**src/rtl/tuple_extract_pkg.sv**
```systemverilog
// Shared definitions for the tuple extractor.
// The parser FSM state encoding, the GMII framing bytes and the tuple
// geometry (12 address bytes forming a 96-bit {dst MAC, src MAC} tuple).
package tuple_extract_pkg;

  typedef enum logic [2:0] {
    ST_IDLE,
    ST_PREAMBLE,
    ST_ADDR,
    ST_WAIT_ACK,
    ST_DRAIN
  } state_e;

  localparam logic [7:0] PREAMBLE_BYTE = 8'h55;
  localparam logic [7:0] SFD_BYTE      = 8'hD5;
  localparam int         ADDR_BYTES    = 12;
  localparam int         TUPLE_W       = 96;
  localparam int         IDX_W         = 4;

endpackage

```
**src/rtl/sat_counter.sv**
```systemverilog
// Saturating event counter.
// Ports:
//   clk_i   clock, rising edge
//   rst_ni  asynchronous active-low reset, clears the count
//   inc_i   number of events this cycle (0..3)
//   cnt_o   current count; sticks at all-ones instead of wrapping
module sat_counter #(
  parameter int W = 16
) (
  input  logic         clk_i,
  input  logic         rst_ni,
  input  logic [1:0]   inc_i,
  output logic [W-1:0] cnt_o
);

  logic [W-1:0] cnt_q;
  logic [W-1:0] cnt_d;
  logic [W:0]   sum;

  // One extra bit catches the carry out so we can clamp rather than wrap.
  always_comb begin
    sum   = {1'b0, cnt_q} + (W+1)'(inc_i);
    cnt_d = sum[W] ? {W{1'b1}} : sum[W-1:0];
  end

  // Count register.
  always_ff @(posedge clk_i or negedge rst_ni) begin
    if (!rst_ni) begin
      cnt_q <= '0;
    end else begin
      cnt_q <= cnt_d;
    end
  end

  assign cnt_o = cnt_q;

endmodule

```
**src/rtl/tuple_extract.sv**
```systemverilog
// Per-port GMII receive parser feeding the flow-lookup stage.
// Extracts {dst MAC, src MAC} from each frame, runs the req/ack lookup
// handshake and presents the forwarding bitmap as a one-cycle result.
// Ports:
//   sys_clk, sys_rst_n      clock / asynchronous active-low reset
//   gmii_rx_dv, gmii_rxd    GMII receive stream (synchronous to sys_clk)
//   req, tuple              lookup request (level) and 96-bit key
//   ack, fwd_port           lookup acknowledge and returned bitmap
//   res_valid, res_port,    one-cycle result pulse, bitmap, and timeout flag
//   res_drop
//   cnt_runt, cnt_drop      saturating counters: runts/bad preambles, and
//                           frames lost to ack timeout or overrun
module tuple_extract
  import tuple_extract_pkg::*;
#(
  parameter int ACK_TIMEOUT = 16,
  parameter int CNT_W       = 16
) (
  input  logic             sys_clk,
  input  logic             sys_rst_n,
  input  logic             gmii_rx_dv,
  input  logic [7:0]       gmii_rxd,
  output logic             req,
  output logic [95:0]      tuple,
  input  logic             ack,
  input  logic [3:0]       fwd_port,
  output logic             res_valid,
  output logic [3:0]       res_port,
  output logic             res_drop,
  output logic [CNT_W-1:0] cnt_runt,
  output logic [CNT_W-1:0] cnt_drop
);

  localparam logic [7:0]       TO_LAST  = 8'(ACK_TIMEOUT - 1);
  localparam logic [IDX_W-1:0] IDX_LAST = IDX_W'(ADDR_BYTES - 1);

  state_e             state_q, state_d;
  logic [IDX_W-1:0]   byteIdx_q, byteIdx_d;
  logic [7:0]         toCnt_q, toCnt_d;
  logic               req_q, req_d;
  logic [TUPLE_W-1:0] tuple_q, tuple_d;
  logic               resValid_q, resValid_d;
  logic [3:0]         resPort_q, resPort_d;
  logic               resDrop_q, resDrop_d;
  logic               rxDvPrev_q;
  logic [1:0]         runtInc;
  logic [1:0]         dropInc;

  // Next-state and output decode for the frame parser / lookup handshake.
  always_comb begin
    state_d    = state_q;
    byteIdx_d  = byteIdx_q;
    toCnt_d    = toCnt_q;
    req_d      = req_q;
    tuple_d    = tuple_q;
    resValid_d = 1'b0;
    resPort_d  = resPort_q;
    resDrop_d  = resDrop_q;
    runtInc    = 2'd0;
    dropInc    = 2'd0;

    case (state_q)
      ST_IDLE: begin
        if (gmii_rx_dv) begin
          if (gmii_rxd == PREAMBLE_BYTE) begin
            state_d = ST_PREAMBLE;
          end else begin
            runtInc = 2'd1;
            state_d = ST_DRAIN;
          end
        end
      end

      ST_PREAMBLE: begin
        if (!gmii_rx_dv) begin
          runtInc = 2'd1;
          state_d = ST_IDLE;
        end else if (gmii_rxd == SFD_BYTE) begin
          byteIdx_d = '0;
          state_d   = ST_ADDR;
        end else if (gmii_rxd != PREAMBLE_BYTE) begin
          runtInc = 2'd1;
          state_d = ST_DRAIN;
        end
      end

      ST_ADDR: begin
        if (!gmii_rx_dv) begin
          runtInc = 2'd1;
          state_d = ST_IDLE;
        end else begin
          // Byte idx lands in tuple[95-8*idx -: 8]; constant bases keep
          // this a plain byte-enable mux.
          for (int i = 0; i < ADDR_BYTES; i++) begin
            if (byteIdx_q == IDX_W'(i)) begin
              tuple_d[TUPLE_W-1-8*i -: 8] = gmii_rxd;
            end
          end
          if (byteIdx_q == IDX_LAST) begin
            byteIdx_d = '0;
            toCnt_d   = '0;
            req_d     = 1'b1;
            state_d   = ST_WAIT_ACK;
          end else begin
            byteIdx_d = byteIdx_q + 1'b1;
          end
        end
      end

      ST_WAIT_ACK: begin
        // A new frame starting while the lookup is outstanding cannot be
        // parsed; count it and let DRAIN swallow it afterwards.
        if (gmii_rx_dv && !rxDvPrev_q) begin
          dropInc = dropInc + 2'd1;
        end
        if (ack) begin
          req_d      = 1'b0;
          resValid_d = 1'b1;
          resPort_d  = fwd_port;
          resDrop_d  = 1'b0;
          state_d    = gmii_rx_dv ? ST_DRAIN : ST_IDLE;
        end else if (toCnt_q == TO_LAST) begin
          req_d      = 1'b0;
          resValid_d = 1'b1;
          resPort_d  = 4'd0;
          resDrop_d  = 1'b1;
          dropInc    = dropInc + 2'd1;
          state_d    = gmii_rx_dv ? ST_DRAIN : ST_IDLE;
        end else begin
          toCnt_d = toCnt_q + 8'd1;
        end
      end

      ST_DRAIN: begin
        if (!gmii_rx_dv) begin
          state_d = ST_IDLE;
        end
      end

      default: begin
        state_d = ST_IDLE;
      end
    endcase
  end

  // State and registered outputs.
  always_ff @(posedge sys_clk or negedge sys_rst_n) begin
    if (!sys_rst_n) begin
      state_q    <= ST_IDLE;
      byteIdx_q  <= '0;
      toCnt_q    <= '0;
      req_q      <= 1'b0;
      tuple_q    <= '0;
      resValid_q <= 1'b0;
      resPort_q  <= 4'd0;
      resDrop_q  <= 1'b0;
      rxDvPrev_q <= 1'b0;
    end else begin
      state_q    <= state_d;
      byteIdx_q  <= byteIdx_d;
      toCnt_q    <= toCnt_d;
      req_q      <= req_d;
      tuple_q    <= tuple_d;
      resValid_q <= resValid_d;
      resPort_q  <= resPort_d;
      resDrop_q  <= resDrop_d;
      rxDvPrev_q <= gmii_rx_dv;
    end
  end

  sat_counter #(.W(CNT_W)) u_cnt_runt (
    .clk_i  (sys_clk),
    .rst_ni (sys_rst_n),
    .inc_i  (runtInc),
    .cnt_o  (cnt_runt)
  );

  sat_counter #(.W(CNT_W)) u_cnt_drop (
    .clk_i  (sys_clk),
    .rst_ni (sys_rst_n),
    .inc_i  (dropInc),
    .cnt_o  (cnt_drop)
  );

  assign req       = req_q;
  assign tuple     = tuple_q;
  assign res_valid = resValid_q;
  assign res_port  = resPort_q;
  assign res_drop  = resDrop_q;

endmodule
```
**config.mk**
```make
export PLATFORM = sky130hd
export DESIGN_NAME = tuple_extract
export DESIGN_NICKNAME = d
export VERILOG_FILES = /design/src/rtl/tuple_extract_pkg.sv /design/src/rtl/sat_counter.sv /design/src/rtl/tuple_extract.sv
export SDC_FILE = /design/constraint.sdc
export NUM_CORES = 1
export LEC_CHECK = 0
export ABC_AREA = 1
export BUFFER_PORTS_ARGS = -buffer_cell sky130_fd_sc_hd__buf_4
export CORE_MARGIN = 5
export CORE_UTILIZATION = 54
export DETAILED_ROUTE_END_ITERATION = 8
export PLACE_DENSITY = 0.8
export RECOVER_POWER = 50
export SETUP_SLACK_MARGIN = 0.3
export SYNTH_ARGS = -nofsm -noshare
export SYNTH_HDL_FRONTEND = slang
export SYNTH_SLANG_ARGS = --single-unit
```
**constraint.sdc**
```tcl
create_clock -name sys_clk -period 3.83 [get_ports sys_clk]
set_clock_uncertainty 0.2 [all_clocks]
set_input_delay 0.1915 -clock sys_clk [delete_from_list [all_inputs] [get_ports sys_clk]]
set_output_delay 0.1915 -clock sys_clk [all_outputs]
set_load 0.01 [all_outputs]
```
== Yosys cells after proc, flatten, opt, wreduce, memory -nomap -nowiden ==
Cells that the tools add are included.
Operators by class
  magnitude comparators: 0
  mux-type cells: 48
  $add $sub $neg: 5
  div/mod/pow operators: 0
  eq/ne operators: 30
  bitwise logic cells: 0
  multipliers: 0
  shifts and indexed selects: 0
  reduce and logical (&&, ||, !) cells: 24
Operators with widths (number)
  $reduce_and 3->1: 12
  $mux 3: 11
  $mux 16: 2
  $mux 8: 4
  $mux 4: 6
  $add 16x1->17: 1
  $add 16x2->17: 1
  $eq 4x3->1 const B: 4
  $eq 4x4->1 const B: 4
  $mux 1: 16
  $ne 2x2->1 const B: 8
  $pmux 8 s2: 1
  $pmux 3 s5: 1
  $reduce_and 5->1: 2
  $add 8x1->8 const B: 1
  $eq 4x2->1 const B: 2
  $eq 8x4->1 const B: 1
  $eq 8x7->1 const B: 1
  $eq 8x8->1 const B: 1
  $mux 2: 4
  $ne 8x7->1 const B: 1
  $pmux 4 s2: 1
  $reduce_and 4->1: 2
  $eq 3x2->1 const B: 2
  15 further kinds: 18
Word-level totals
  bits in writable memories: 0
  input bits: 16
  latch bits: 0
  output and inout bits: 135
  bits in read-only memories: 0
  bits in registers: 151
  memories kept: 0

== Logic depth before layout (Yosys ltp) ==
  word-level depth: 10
  gate-level depth with buffers: 16
  gate-level depth less buffers: 16

== Cells and area by module ==
From an unflattened synthesis, not the netlist that was laid out.
Second synthesis, totals
  cell total of the unflattened synthesis: 767
  area total of the unflattened synthesis: 6955.4 µm²
By module, submodules not included
  tuple_extract: seq. area each 2977.9 µm², times used 1, cells an instance 530, area each 5067.4 µm²
  sat_counter at u_cnt_drop: seq. area each 400.4 µm², times used 1, cells an instance 121, area each 957.2 µm²
  sat_counter at u_cnt_runt: seq. area each 400.4 µm², times used 1, cells an instance 116, area each 930.9 µm²

== Least setup slack after synthesis ==
OpenSTA, ideal clock, no wires.
  kind: register -> register
  start: reg state_q[0]
  end: reg u_cnt_drop.cnt_q[13] (netlist: u_cnt_drop.cnt_o[13])
  path slack: 0.867 ns
  clock period less this slack: 2.963 ns
  cell stages (with the launch flop): 17
  arrival: 2.697 ns
  path buffers: 1
  library setup time: 0.065 ns
  path through: dfrtp_1 -> nand2_1 -> nor2_2 -> nand2_1 -> inv_1 -> a22o_1 -> ha_1 -> inv_1 -> fa_1 -> inv_1 -> nand2_1 -> nor3_2 -> nand3_1 -> inv_1 -> nand2_1 -> buf_2 -> nand2_1
On the way
  cells in the longest elaborated chain, start to end: 4
Ends and longest elaborated chain
  from (decl): line tuple_extract.sv:37  | state_e state_q, state_d;
  from (signal assigned): line tuple_extract.sv:159  | state_q <= state_d;
  $eq 3x2->1: line tuple_extract.sv:62  | case (state_q)
  $mux 2: line tuple_extract.sv:62
  $add 16x2->17: line sat_counter.sv:22  | sum = {1'b0, cnt_q} + (W+1)'(inc_i);
  $mux 16: line sat_counter.sv:23  | cnt_d = sum[W] ? {W{1'b1}} : sum[W-1:0];
  via u_cnt_drop.cnt_d[13]: line sat_counter.sv:17  | logic [W-1:0] cnt_d;
  to (signal assigned): line sat_counter.sv:31  | cnt_q <= cnt_d;
  to (decl): line sat_counter.sv:16  | logic [W-1:0] cnt_q;
The timed path passes the listed nets, and every way through them passes these cells.
A chain may end at the register's enable or synchronous reset.

== Worst setup path in the final report ==
  start: reg state_q[0]
  end: reg u_cnt_drop.cnt_q[15] (netlist: u_cnt_drop.cnt_o[15])
Same word-level chain as after synthesis.

==> flow_summary.toml <==
[layout]
area_growth_pct = 21.2
drive_gt1_share_pct = 12.4
diodes = 0
fillers = 1146
nets = 905
design_area_um2 = 8220
instances_no_fill = 1061

[floorplan]
dieWidth_um = 122
design.core.area_um2 = 12500
num_rows = 41
ios = 151
die-area_um2 = 14900
start_util_pct = 54.5
fp.dieH_um = 122

[logic_synthesis]
synth_top_area_share_pct = 55.7
synth-edff-count = 0
ys_top_cells_by_area = "dfrtp_1, nand2_1, nor2_1"
async_flop_share_pct = 100
synthSimpleGateAreaFrac_pct = 24.2
syn_area_per_cell_um2 = 9.44
synth_top_family_by_area = "simple AND/OR/NAND/NOR gates"
synth-seq-cells = 151
synth-xor-area-share_pct = 1.68
synthCells = 719
synthAdderAreaFrac_pct = 2.14
synth_most_common_cell = "dfrtp_1"
synth_ff_type = "dfrtp_1"
synth_compound_area_share_pct = 10.9
synthesis.nets = 746
syn_area_um2 = 6790
yosysTopAreaCell = "dfrtp_1"
yosys_warnings = 0
synth_cell_types = 37
ys_seq_area_share_pct = 55.7
muxShareOfSynthArea_pct = 0
yosys-top-cells-count = "dfrtp_1, nand2_1, nor2_1"

[clocking]
root_buffer = "clkbuf_16"
cts_tree = "yes"
cts_sinks = 151
clock_path_buffers = 2
cts_setup_buffers = 0
cts.clk_slew.worst_paths_ns = 0.06
numCtsBuffers = 17
cts_max_level = 4
insertion_delay_ns = 0.42

[global_routing]
grt_pass1_wl_mm = 26.4
antenna_found_initial = 0
gr-usage-all-layers_pct = 22.7
gr-total-overflow = 0
grt_max_degree = 97
grt_pass1_vias = 5291

[power_and_ir_drop]
p_int_mw = 2.80
p_switching_uw = 838
vdd_drop_max_mv = 0.314
p_comb_share_pct = 7.3
swShare_pct = 23.0
p_per_area_nw_per_um2 = 443
p_clk_share_pct = 46.5
pwr-share-seq_pct = 46.2
leakagePower_nw = 4.08

[drt]
antenna_left = 0
top_layer = "met4"
wl_met2_mm = 7.93
routed_via_density = 5.04
met1_length_mm = 6.89
drc_errors = 0
vias = 5350
wl_per_cell_um = 15.1
first_pass_iters = 4
met3_length_mm = 1.02
drt_iter0_markers = 367
totalWireLength_mm = 16.1

[worst_setup_path]
cp-end-kind = "register"
crit_type = "reg2reg"
critPathArrivalTime_ns = 3.27
critical_path.slowest_cell = "dfrtp_2"
cpPeakStageDelay_ns = 0.45
cp_top_family = "simple AND/OR/NAND/NOR gates"
worstPathRequired_ns = 3.98
critPathBufInv = 4
critPathMaxFanout = 16
start_kind = "register"
path_cells = "nand2_1 > nor2_2 > nand2_2 > inv_1 > a22o_1 > ha_1 > inv_1 > fa_1 > inv_1 > nand2_1 > nor3_2 > nand3_1 > inv_1 > nand2_2 > nand3_1"
crit_top_cell = "inv_1"

[timing]
setup_violations = 0
worstMarginPinSlew_ns = 2.29
slew_violations = 97
final_hold_viol_count = 0
fin_crit_sh_pct = 81.5
relSlewSlack_pct = -52.8
fin_ws_ns = 0.710
fmax_mhz = 320
period_minus_slack_ns = 3.12
tns_ns = 0
rsz0062_at_grt = "no"

[placed_design]
gp_congestion = 0.835
port_buffers = 150
post_dp_cell_area_um2 = 8010
dp.cells = 1023
place_hpwl_mm = 11.3
place_ws_ns = 0.427

[run_status]
status = "finished with violations"
violations = "max-capacitance violations, max-slew violations"

[hold_path]
hp-class = "in2reg"

[flow_run]
maxCapViolCount = 1
stage by stage:
| step | hold WS [ns] | power, mW | util [%] |
|---|---|---|---|
| floorplan | -0.304 | 1.84 | - |
| global placement | 0.137 | 1.98 | 64.3 |
| detailed placement | 0.136 | 1.98 | 64.3 |
| CTS | 0.0122 | 3.68 | 69.6 |
| global route | 0.0239 | 3.78 | 66.0 |
| finish | 0.0305 | 3.64 | 66.0 |
repair_timing:
action / in CTS / in global routing
setup endpoints to repair: 0 / 16
hold endpoints to repair: 101 / 1
hold buffers: 7 / 1
gates resized for setup: 0 / 3
power by group through the flow:
| stage | Combinational, mW | Clock [mW] | Sequential (mW) |
|---|---|---|---|
| floorplan | 0.123 | 0 | 1.72 |
| global placement | 0.267 | 0 | 1.71 |
| detailed placement | 0.272 | 0 | 1.71 |
| CTS | 0.279 | 1.72 | 1.68 |
| global route | 0.302 | 1.79 | 1.69 |
| finish | 0.265 | 1.69 | 1.68 |
worst min-delay path, cell delays in order:
cell,delay [ns]
buf_4,0.08
inv_1,0.03
buf_4,0.19
a21oi_2,0.12
layer usage:
layer	vias to the layer above	GRT usage (%)
met4	0	7.28
met1	2546	28.8
li1	2661	-
met2	123	36.9
met3	20	7.66
met5	-	0
cells in the final DEF, fill, tap and decap left out, types with 2 or more instances in the layout:
cell / n
xnor2_1: 2
a21oi_2: 22
o21ai_0: 34
dlygate4sd3_1: 8
clkinv_2: 2
o21ai_1: 11
bufinv_16: 3
clkbuf_1: 126
nor3_1: 11
xor2_1: 11
nand2_1: 139
clkbuf_8: 3
clkbuf_16: 17
nand2_2: 3
nand4_1: 7
ha_1: 10
buf_4: 29
nand2_4: 2
nand3_1: 42
inv_1: 51
nor2_1: 105
dfrtp_1: 150
nor2_8: 9
inv_2: 3
nor2_2: 4
clkinvlp_4: 3
nand4_4: 2
a21oi_1: 58
nand2_8: 2
nand3b_1: 7
path summary, 6_finish.rpt:
path	end	depth (start not counted)	slack, ns	from
setup / recovery	u_cnt_drop.cnt_o[15]	15	0.71	state_q[0]
hold / removal	tuple[29]	4	0.03	gmii_rxd[5]
setup reg to reg	u_cnt_drop.cnt_o[15]	15	0.71	state_q[0]
hold reg to reg	tuple[0]	2	0.29	tuple[0]
max in group asynchronous	tuple[76]	3	1.20	sys_rst_n
min in group asynchronous	u_cnt_drop.cnt_o[15]	2	0.79	sys_rst_n
area by class of cell:
cell class / count / area, um2 / share of cell area (%)
clock buffers: 22 / 474 / 5.77
inverters: 55 / 219 / 2.66
repair buffers: 162 / 768 / 9.34
clock inverters: 8 / 123 / 1.49
multi-input cells: 491 / 2650 / 32.2
well taps: 172 / 215 / 2.62
flip-flops and latches: 151 / 3780 / 46.0
state kept, by name, indices dropped and copies added, names as in the netlist:
register / flops
res_port: 4
u_cnt_drop.cnt_o: 16
u_cnt_runt.cnt_o: 16
byteIdx_q: 4
state_q: 3
res_drop: 1
req: 1
res_valid: 1
tuple: 96
rxDvPrev_q: 1
toCnt_q: 8
logic make-up (layout without fill, tap and decap cells):
kind of cell,after synthesis,in the layout
compound gates,129,129
xor+xnor,13,13
fa+ha+maj,11,11
buf+inv,77,247
flops,151,151
simple gates,338,338
Power figures use the tool's default switching activity.
